## src/rtl/gf163_mult_io_if.sv

```systemverilog
// Host word port and multiplier handshake bundle for gf163_mult_io.
// Latency: none, wires only.
// Backpressure: none here; the slave side drops writes and go while busy.
interface gf163_mult_io_if;
    // host operand write port
    logic         wr_en;
    logic         wr_sel;
    logic [2:0]   wr_addr;
    logic [31:0]  wr_data;
    logic         go;
    // host status and result read port
    logic         busy;
    logic         res_valid;
    logic         err;
    logic [2:0]   rd_addr;
    logic [31:0]  rd_data;
    // multiplier side
    logic [162:0] mult_a;
    logic [162:0] mult_b;
    logic         mult_start;
    logic         mult_rst;
    logic [162:0] mult_z;
    logic         mult_done;

    // front-end view
    modport slave (
        input  wr_en, wr_sel, wr_addr, wr_data, go, rd_addr, mult_z, mult_done,
        output busy, res_valid, err, rd_data, mult_a, mult_b, mult_start, mult_rst
    );

    // host plus multiplier view
    modport master (
        output wr_en, wr_sel, wr_addr, wr_data, go, rd_addr, mult_z, mult_done,
        input  busy, res_valid, err, rd_data, mult_a, mult_b, mult_start, mult_rst
    );
endinterface

```

## src/rtl/gf163_mult_io.sv

```systemverilog
// GF(2^163) multiplier front-end: operand word writes, start/capture/clear sequencing, result word reads.
// Latency: start from the go edge; result valid 1 cycle after mult_done, idle 2 cycles after it.
// Backpressure: writes and go ignored while busy; optional RUN timeout under macro GF_IO_TIMEOUT_EN.
module gf163_mult_io #(
    parameter int TIMEOUT_CYC = 255
) (
    input  logic             clk,
    input  logic             rst,
    gf163_mult_io_if.slave   bus
);

    typedef enum logic [1:0] {S_IDLE, S_RUN, S_CAPTURE, S_CLEAR} state_t;

    state_t       state_q, state_d;
    logic [162:0] a_q, b_q, res_q;
    logic         mult_start_q, mult_start_d;
    logic         mult_rst_q, mult_rst_d;
    logic         res_valid_q, res_valid_d;
    logic         err_q, err_d;
    logic         wr_acc;
    logic         res_load;
    logic         timeout;

    // The run counter is 8 bits wide, so the limit has to fit in it.
    if (TIMEOUT_CYC < 1 || TIMEOUT_CYC > 255) begin : g_timeout_range
        $error("gf163_mult_io: TIMEOUT_CYC must be in 1..255");
    end

    // Only IDLE takes writes; word indices 6 and 7 do not exist.
    assign wr_acc = (state_q == S_IDLE) && bus.wr_en && (bus.wr_addr <= 3'd5);

`ifdef GF_IO_TIMEOUT_EN
    logic [7:0] run_cnt_q, run_cnt_d;

    // Count cycles spent in RUN; restarts from zero every time RUN is entered.
    always_comb begin
        run_cnt_d = (state_q == S_RUN) ? run_cnt_q + 8'd1 : 8'd0;
    end

    // Run counter register.
    always_ff @(posedge clk or posedge rst) begin
        if (rst) run_cnt_q <= 8'd0;
        else     run_cnt_q <= run_cnt_d;
    end

    // Fires on the TIMEOUT_CYC-th RUN cycle; a done in that same cycle wins.
    assign timeout = (state_q == S_RUN) && (run_cnt_q == 8'(TIMEOUT_CYC - 1));
`else
    assign timeout = 1'b0;
`endif

    // State and control output registers.
    always_ff @(posedge clk or posedge rst) begin
        if (rst) begin
            state_q      <= S_IDLE;
            mult_start_q <= 1'b0;
            mult_rst_q   <= 1'b1;
            res_valid_q  <= 1'b0;
            err_q        <= 1'b0;
        end else begin
            state_q      <= state_d;
            mult_start_q <= mult_start_d;
            mult_rst_q   <= mult_rst_d;
            res_valid_q  <= res_valid_d;
            err_q        <= err_d;
        end
    end

    // Next state: one operation is IDLE -> RUN -> CAPTURE -> CLEAR -> IDLE.
    always_comb begin
        state_d = state_q;
        case (state_q)
            S_IDLE:    if (bus.go) state_d = S_RUN;
            S_RUN:     if (bus.mult_done || timeout) state_d = S_CAPTURE;
            S_CAPTURE: state_d = S_CLEAR;
            S_CLEAR:   state_d = S_IDLE;
            default:   state_d = S_IDLE;
        endcase
    end

    // Control outputs. start stays high for the whole RUN because the multiplier aborts if it drops;
    // the reset pulse in CAPTURE clears the multiplier's sticky done flag before the next run.
    always_comb begin
        mult_start_d = 1'b0;
        mult_rst_d   = 1'b0;
        res_valid_d  = res_valid_q;
        err_d        = err_q;
        res_load     = 1'b0;
        case (state_q)
            S_IDLE: begin
                if (wr_acc) res_valid_d = 1'b0;
                if (bus.go) begin
                    mult_start_d = 1'b1;
                    res_valid_d  = 1'b0;
                    err_d        = 1'b0;
                end
            end
            S_RUN: begin
                if (bus.mult_done) begin
                    res_load = 1'b1;
                end else if (timeout) begin
                    err_d = 1'b1;
                end else begin
                    mult_start_d = 1'b1;
                end
            end
            S_CAPTURE: begin
                res_valid_d = !err_q;
                mult_rst_d  = 1'b1;
            end
            default: ;
        endcase
    end

    // Operand words and the product register.
    always_ff @(posedge clk or posedge rst) begin
        if (rst) begin
            a_q   <= '0;
            b_q   <= '0;
            res_q <= '0;
        end else begin
            if (wr_acc) begin
                for (int w = 0; w < 5; w++) begin
                    if (bus.wr_addr == 3'(w)) begin
                        if (bus.wr_sel) b_q[32*w +: 32] <= bus.wr_data;
                        else            a_q[32*w +: 32] <= bus.wr_data;
                    end
                end
                // word 5 only carries bits 162:160
                if (bus.wr_addr == 3'd5) begin
                    if (bus.wr_sel) b_q[162:160] <= bus.wr_data[2:0];
                    else            a_q[162:160] <= bus.wr_data[2:0];
                end
            end
            if (res_load) res_q <= bus.mult_z;
        end
    end

    // Result word read mux; nonexistent words read as zero.
    always_comb begin
        bus.rd_data = 32'd0;
        for (int w = 0; w < 5; w++) begin
            if (bus.rd_addr == 3'(w)) bus.rd_data = res_q[32*w +: 32];
        end
        if (bus.rd_addr == 3'd5) bus.rd_data = {29'd0, res_q[162:160]};
    end

    assign bus.busy       = (state_q != S_IDLE);
    assign bus.res_valid  = res_valid_q;
    assign bus.err        = err_q;
    assign bus.mult_a     = a_q;
    assign bus.mult_b     = b_q;
    assign bus.mult_start = mult_start_q;
    assign bus.mult_rst   = mult_rst_q;

endmodule

```

## src/flat_wrapper.sv

```systemverilog
// flat-port wrapper written by rule: the top's interface ports become plain ports
module gf163_mult_io_flat 
#(
    parameter int TIMEOUT_CYC = 255
)
  (clk, rst, bus_wr_en, bus_wr_sel, bus_wr_addr, bus_wr_data, bus_go, bus_rd_addr, bus_mult_z, bus_mult_done, bus_busy, bus_res_valid, bus_err, bus_rd_data, bus_mult_a, bus_mult_b, bus_mult_start, bus_mult_rst);
  gf163_mult_io_if bus_i ();
  input  logic clk;
  input  logic rst;
  input wire logic [$bits(bus_i.wr_en)-1:0] bus_wr_en;
  input wire logic [$bits(bus_i.wr_sel)-1:0] bus_wr_sel;
  input wire logic [$bits(bus_i.wr_addr)-1:0] bus_wr_addr;
  input wire logic [$bits(bus_i.wr_data)-1:0] bus_wr_data;
  input wire logic [$bits(bus_i.go)-1:0] bus_go;
  input wire logic [$bits(bus_i.rd_addr)-1:0] bus_rd_addr;
  input wire logic [$bits(bus_i.mult_z)-1:0] bus_mult_z;
  input wire logic [$bits(bus_i.mult_done)-1:0] bus_mult_done;
  output wire logic [$bits(bus_i.busy)-1:0] bus_busy;
  output wire logic [$bits(bus_i.res_valid)-1:0] bus_res_valid;
  output wire logic [$bits(bus_i.err)-1:0] bus_err;
  output wire logic [$bits(bus_i.rd_data)-1:0] bus_rd_data;
  output wire logic [$bits(bus_i.mult_a)-1:0] bus_mult_a;
  output wire logic [$bits(bus_i.mult_b)-1:0] bus_mult_b;
  output wire logic [$bits(bus_i.mult_start)-1:0] bus_mult_start;
  output wire logic [$bits(bus_i.mult_rst)-1:0] bus_mult_rst;
  assign bus_i.wr_en = bus_wr_en;
  assign bus_i.wr_sel = bus_wr_sel;
  assign bus_i.wr_addr = bus_wr_addr;
  assign bus_i.wr_data = bus_wr_data;
  assign bus_i.go = bus_go;
  assign bus_i.rd_addr = bus_rd_addr;
  assign bus_i.mult_z = bus_mult_z;
  assign bus_i.mult_done = bus_mult_done;
  assign bus_busy = bus_i.busy;
  assign bus_res_valid = bus_i.res_valid;
  assign bus_err = bus_i.err;
  assign bus_rd_data = bus_i.rd_data;
  assign bus_mult_a = bus_i.mult_a;
  assign bus_mult_b = bus_i.mult_b;
  assign bus_mult_start = bus_i.mult_start;
  assign bus_mult_rst = bus_i.mult_rst;
  gf163_mult_io #(.TIMEOUT_CYC(TIMEOUT_CYC)) u_core (.clk(clk), .rst(rst), .bus(bus_i));
endmodule
```

## config.mk

```make
export PLATFORM = sky130hd
export DESIGN_NAME = gf163_mult_io_flat
export DESIGN_NICKNAME = d
export VERILOG_FILES = /design/src/rtl/gf163_mult_io_if.sv /design/src/rtl/gf163_mult_io.sv /design/src/flat_wrapper.sv
export SDC_FILE = /design/constraint.sdc
export NUM_CORES = 1
export LEC_CHECK = 0
export BUFFER_PORTS_ARGS = -buffer_cell sky130_fd_sc_hd__buf_2
export CORE_AREA = 2 2 224 226
export CTS_CLUSTER_DIAMETER = 100
export DETAILED_ROUTE_END_ITERATION = 16
export DIE_AREA = 0 0 226 228
export GPL_ROUTABILITY_DRIVEN = 0
export GPL_TIMING_DRIVEN = 1
export PLACE_DENSITY = 0.71
export SYNTH_ARGS = -nofsm -noshare
export SYNTH_HDL_FRONTEND = slang
export SYNTH_SLANG_ARGS = --single-unit
```

## constraint.sdc

```tcl
create_clock -name clk -period 21.1 [get_ports clk]
set_clock_uncertainty 0.2 [all_clocks]
set_input_delay 5.275 -clock clk [delete_from_list [all_inputs] [get_ports clk]]
set_output_delay 5.275 -clock clk [all_outputs]
set_load 0.05 [all_outputs]
```

Yosys cells after proc, flatten, opt, wreduce, memory -nomap -nowiden
Cells that the tools add are included.
Word-level totals
  register bits: 494
  output and inout bits: 363
Operators by class
  magnitude comparators: 1
  eq/ne operators: 16
  muxes and demuxes: 18
  bitwise logic cells: 1
  reductions and logical operators: 21
Operators by type and width (number)
  32-bit 2-to-1 mux: 6
  3-bit AND reduction: 12
  3-bit by 2-bit == test with 1-bit output, second input constant: 4
  3-bit == test, second input constant: 4
  2-bit case mux with 4 select lines: 1
  1-bit 2-to-1 mux: 7
  3-bit by 1-bit == test with 1-bit output, second input constant: 2
  3-bit zero test: 2
  2-bit == test, second input constant: 2
  2-bit 2-to-1 mux: 2
  2-bit inequality test, second input constant: 2
  1-bit case mux with 2 select lines: 2
  2-bit AND reduction: 2
  2-bit nonzero test: 2
  3-bit <= comparator, second input constant: 1
  3-bit by 2-bit inequality test with 1-bit output, second input constant: 1
  2-bit by 1-bit == test with 1-bit output, second input constant: 1
  1-bit logical AND: 2
  2-bit zero test: 1
  1-bit inverter: 1

Longest topological paths before layout
  depth in word-level cells: 7
  gate-level depth with buffers: 7
  depth with buffers taken out: 5

Worst setup path before layout
OpenSTA, ideal clock, no wires.
  kind: input-to-output
  start point: in bus_rd_addr[0]
  end point: out bus_rd_data[16]
  arrival: 6790 ps
  data required time: 15625 ps
  slack: 8835 ps
  cell stages on the path: 5
  cells stage by stage: buf_2 > and2_1 > clkbuf_1 > a2bb2oi_1 > o22ai_1
On the way
  word-level cells in the longest chain between the ends: 7
Ends and longest elaborated chain
  start: declaration: line flat_wrapper.sv:15  | input wire logic [$bits(bus_i.rd_addr)-1:0] bus_rd_addr;
  3-bit zero test: line gf163_mult_io.sv:143  | if (bus.rd_addr == 3'(w)) bus.rd_data = res_q[32*w +: 32];
  32-bit 2-to-1 mux (5 in a row): line gf163_mult_io.sv:143
  32-bit 2-to-1 mux *: line gf163_mult_io.sv:145  | if (bus.rd_addr == 3'd5) bus.rd_data = {29'd0, res_q[162:160]};
  end: declaration: line flat_wrapper.sv:21  | output wire logic [$bits(bus_i.rd_data)-1:0] bus_rd_data;
Every way passes the cells marked *; elsewhere a longest branch is shown, timed or not.

Worst setup path after layout
  start point: in bus_rd_addr[1]
  end point: out bus_rd_data[16]
Same word-level chain as after synthesis.

==> impl_results.md <==
- Post-route DRC: 0
- Width of the die: 226 um
- Starting Density: 0.404
- Die area: 51500 um2
- Critical path peak fanout: 39
- Part of the cycle the worst path needs: 0.608
- Pwr dens: 184 nW/um2
- Worst EP arrival: 7360 ps
- Synth Instances: 1222
- R2R cell count: 6
- Cts repair resizes: 0
- Average size of a mapped cell: 16.3 um2
- Seq/Total Area, Yosys: 0.620
- FF-to-FF Start: u_core.state_q[0]
- Mapped Nets: 1433
- TNS Setup: 0 ps
- Yosys top cell area share: 0.618
- Critical Path End Type: primary output
- Leak Pwr: 13.1 nW
- I/O pin count: 570
- Core Box Area: 49300 um2
- Slew @ Worst Pin: 1140 ps
- Largest net degree at the start of global routing: 128
- CTS HTree Levels: 2
- Synth Area in Compound Gates: 0.0221
- Root Buffer: clkbuf_16
- Die Y: 228 um
- CP Class: in2out
- Share of synthesized area spent on multiplexers: 0.319
- Tot Pwr: 4.62 mW
- DR vias: 12.5k
- Critical path data required time: 15620 ps
- Outcome: finished, final reports clean
- Worst setup startpoint: bus_rd_addr[1]
- Primary flip-flop cell chosen by synthesis mapping: dfrtp_1
- Rows: 82
- Worst reg-to-reg setup slack: 17610 ps
- Worst vdd ir: 0.126 mV
- Synth warnings: 0
- Distinct cell type count after synthesis: 42
- Final Max Tran Viols: 0
- Clock buffer depth: 3
- Max Cap Viol: 0
- RR Endpoint: u_core.bus.mult_b[89]
- Final wirelength: 56300 um
- CTS tree: yes
- Input/output buffers: 568
- Main combinational cell family by area after synthesis: multiplexers
- Layout area overhead: 26.2%
- Hold path start: u_core.bus.mult_a[108]
- GRT Util Overall: 0.216
- Nets@finish: 1972
- First-pass DRT Iterations: 4
- Asr flop ratio synth: 1.00
- Avg WL per Cell: 22.6 um
- Routed vias/inst: 5.01
- Number of global-route vias before repair: 13.4k
- Final ANT Viol Nets: 0
- Crit start category: primary input
- FF+latch count, synth: 494
- Post-Synth XOR/XNOR Area: 0
- Post-Synth Adder-Cell Area: 0.00251
- TritonCTS buffer count: 52
- Mapped Area: 19900 um2
- Simple-Gate Fraction of Synth Area: 0.00991
- CTS clk-pin slew, worst paths: 60 ps
- GRT overflow: 0
- Hold crit path type: reg2reg
- RSZ-0062 raised after global routing: false
- Crit path time final: 12840 ps
- Synth area leader: dfrtp_1
- Slew Limit Headroom: 0.236
- Sink Count: 494
- EDFF count, synth: 0
- Fill count: 4184
- Postcts setup bufs: 0
- F_max: 0.0779 GHz
- Pre-CTS setup slack: 8290 ps
- Post-CTS Hold Buffers: 0
- DR iter-0 viols: 513
- Hpwl dp: 38900 um
- Setup violators final: 0
- Worst-Skew Late Latency: 580 ps
- Global-route wire length before repair: 83600 um
- Synth top area cells: dfrtp_1 62%, mux2_2 23%, mux2_4 4.5%
- Share of cells above drive strength 1: 0.654
- Final WS setup: 8260 ps
- Crit path capture: bus_rd_data[16]
- Fin. Hold Viols: 0
- Initial antenna violation count: 22
[power by group]
part	switching, mW	internal, mW	leakage, nW
logic	1.42	0.642	5.90
registers	0.236	1.38	6.32
clock network	0.374	0.574	0.862
total	2.03	2.59	13.1
[registers in the layout, summed over array words and instances (netlist names)]
signal / cells
u_core.res_q: 163
u_core.bus.mult_start: 1
u_core.bus.mult_b: 163
u_core.state_q: 2
u_core.bus.mult_a: 163
u_core.bus.mult_rst: 1
u_core.bus.res_valid: 1
[worst min-delay path by stage]
stage,endpoint,slack [ps],cells past startpoint
2_1_floorplan,u_core.res_q[32],270,1
3_3_place_gp,u_core.bus.mult_a[127],260,1
3_5_place_dp,u_core.bus.mult_a[100],270,1
4_1_cts,u_core.bus.mult_a[108],280,1
5_1_grt,u_core.bus.mult_a[108],300,1
6_report,u_core.bus.mult_a[108],280,1
[kinds of logic after synthesis]
family / Yosys count
buffers and inverters: 111
other: 1
AND/OR/NAND/NOR: 33
AO/OA/AOI/OAI: 55
multiplexers: 524
flip-flops: 494
adder cells (fa/ha/maj): 4
[cell usage after synthesis, drive strengths merged, types with 2 or more instances]
cell type    n
mux2i       11
nand3b       2
dfrtp      493
inv          9
nor2         6
nor3         5
mux4        23
a2bb2oi      8
a22o        23
a22oi        8
o22ai       10
nor2b        4
ha           4
buf         75
nand2        5
mux2       490
clkbuf      27
[area by class of cell]
cell class	instances	area, um2	share of cell area
antenna	23	57.6	0.00229
sequential	494	12400	0.491
clock inverter	19	289	0.0115
timing repair buffer	587	2990	0.119
clock buffer	73	1480	0.0589
inverter	9	41.3	0.00164
tap	672	841	0.0334
multi-input combinational	617	7110	0.282
[placed cells by master (no fill, tap or decap), types with 2 or more instances in the layout]
| master | n |
|---|---|
| buf_2 | 568 |
| dfrtp_1 | 493 |
| mux2_2 | 413 |
| mux2_4 | 60 |
| clkbuf_16 | 54 |
| diode_2 | 23 |
| mux4_2 | 23 |
| a22o_1 | 23 |
| buf_4 | 19 |
| mux2_1 | 17 |
| clkbuf_1 | 13 |
| mux2i_1 | 11 |
| o22ai_1 | 10 |
| inv_1 | 8 |
| a22oi_1 | 8 |
| a2bb2oi_1 | 8 |
| clkinv_2 | 8 |
| bufinv_16 | 7 |
| clkbuf_8 | 6 |
| nor2_1 | 4 |
| nor2b_1 | 4 |
| ha_1 | 4 |
| nor3_1 | 3 |
| nand2_1 | 3 |
| clkinvlp_4 | 3 |
| nand3b_1 | 2 |
| nor2_4 | 2 |
[metal layers]
metal / global-route usage / up-vias / share of wire / wire length, um
met5: 0 / - / 0.00055 / 31
met4: 0.0966 / 6 / 0.033 / 1860
met3: 0.0474 / 105 / 0.058 / 3260
met2: 0.354 / 392 / 0.50 / 27900
met1: 0.273 / 6512 / 0.41 / 23200
li1: - / 5483 / - / -
[through the flow]
| step | cells | utilization | area, um2 | hold WS, ps |
|---|---|---|---|---|
| detailed placement | 2379 | 0.473 | 23300 | 269 |
| CTS | 2471 | 0.509 | 25100 | 282 |
| global route | 2489 | 0.510 | 25200 | 302 |
| floorplan | 1222 | - | 19900 | 274 |
| finish | 2494 | 0.510 | 25200 | 283 |
| global placement | 2379 | 0.473 | 23300 | 265 |
[critical path, stage by stage]
cell and delay [ps]:
buf_2 730, nor2b_1 630, a22oi_1 140, o22ai_1 230, buf_2 320
Power figures use the tool's default switching activity.
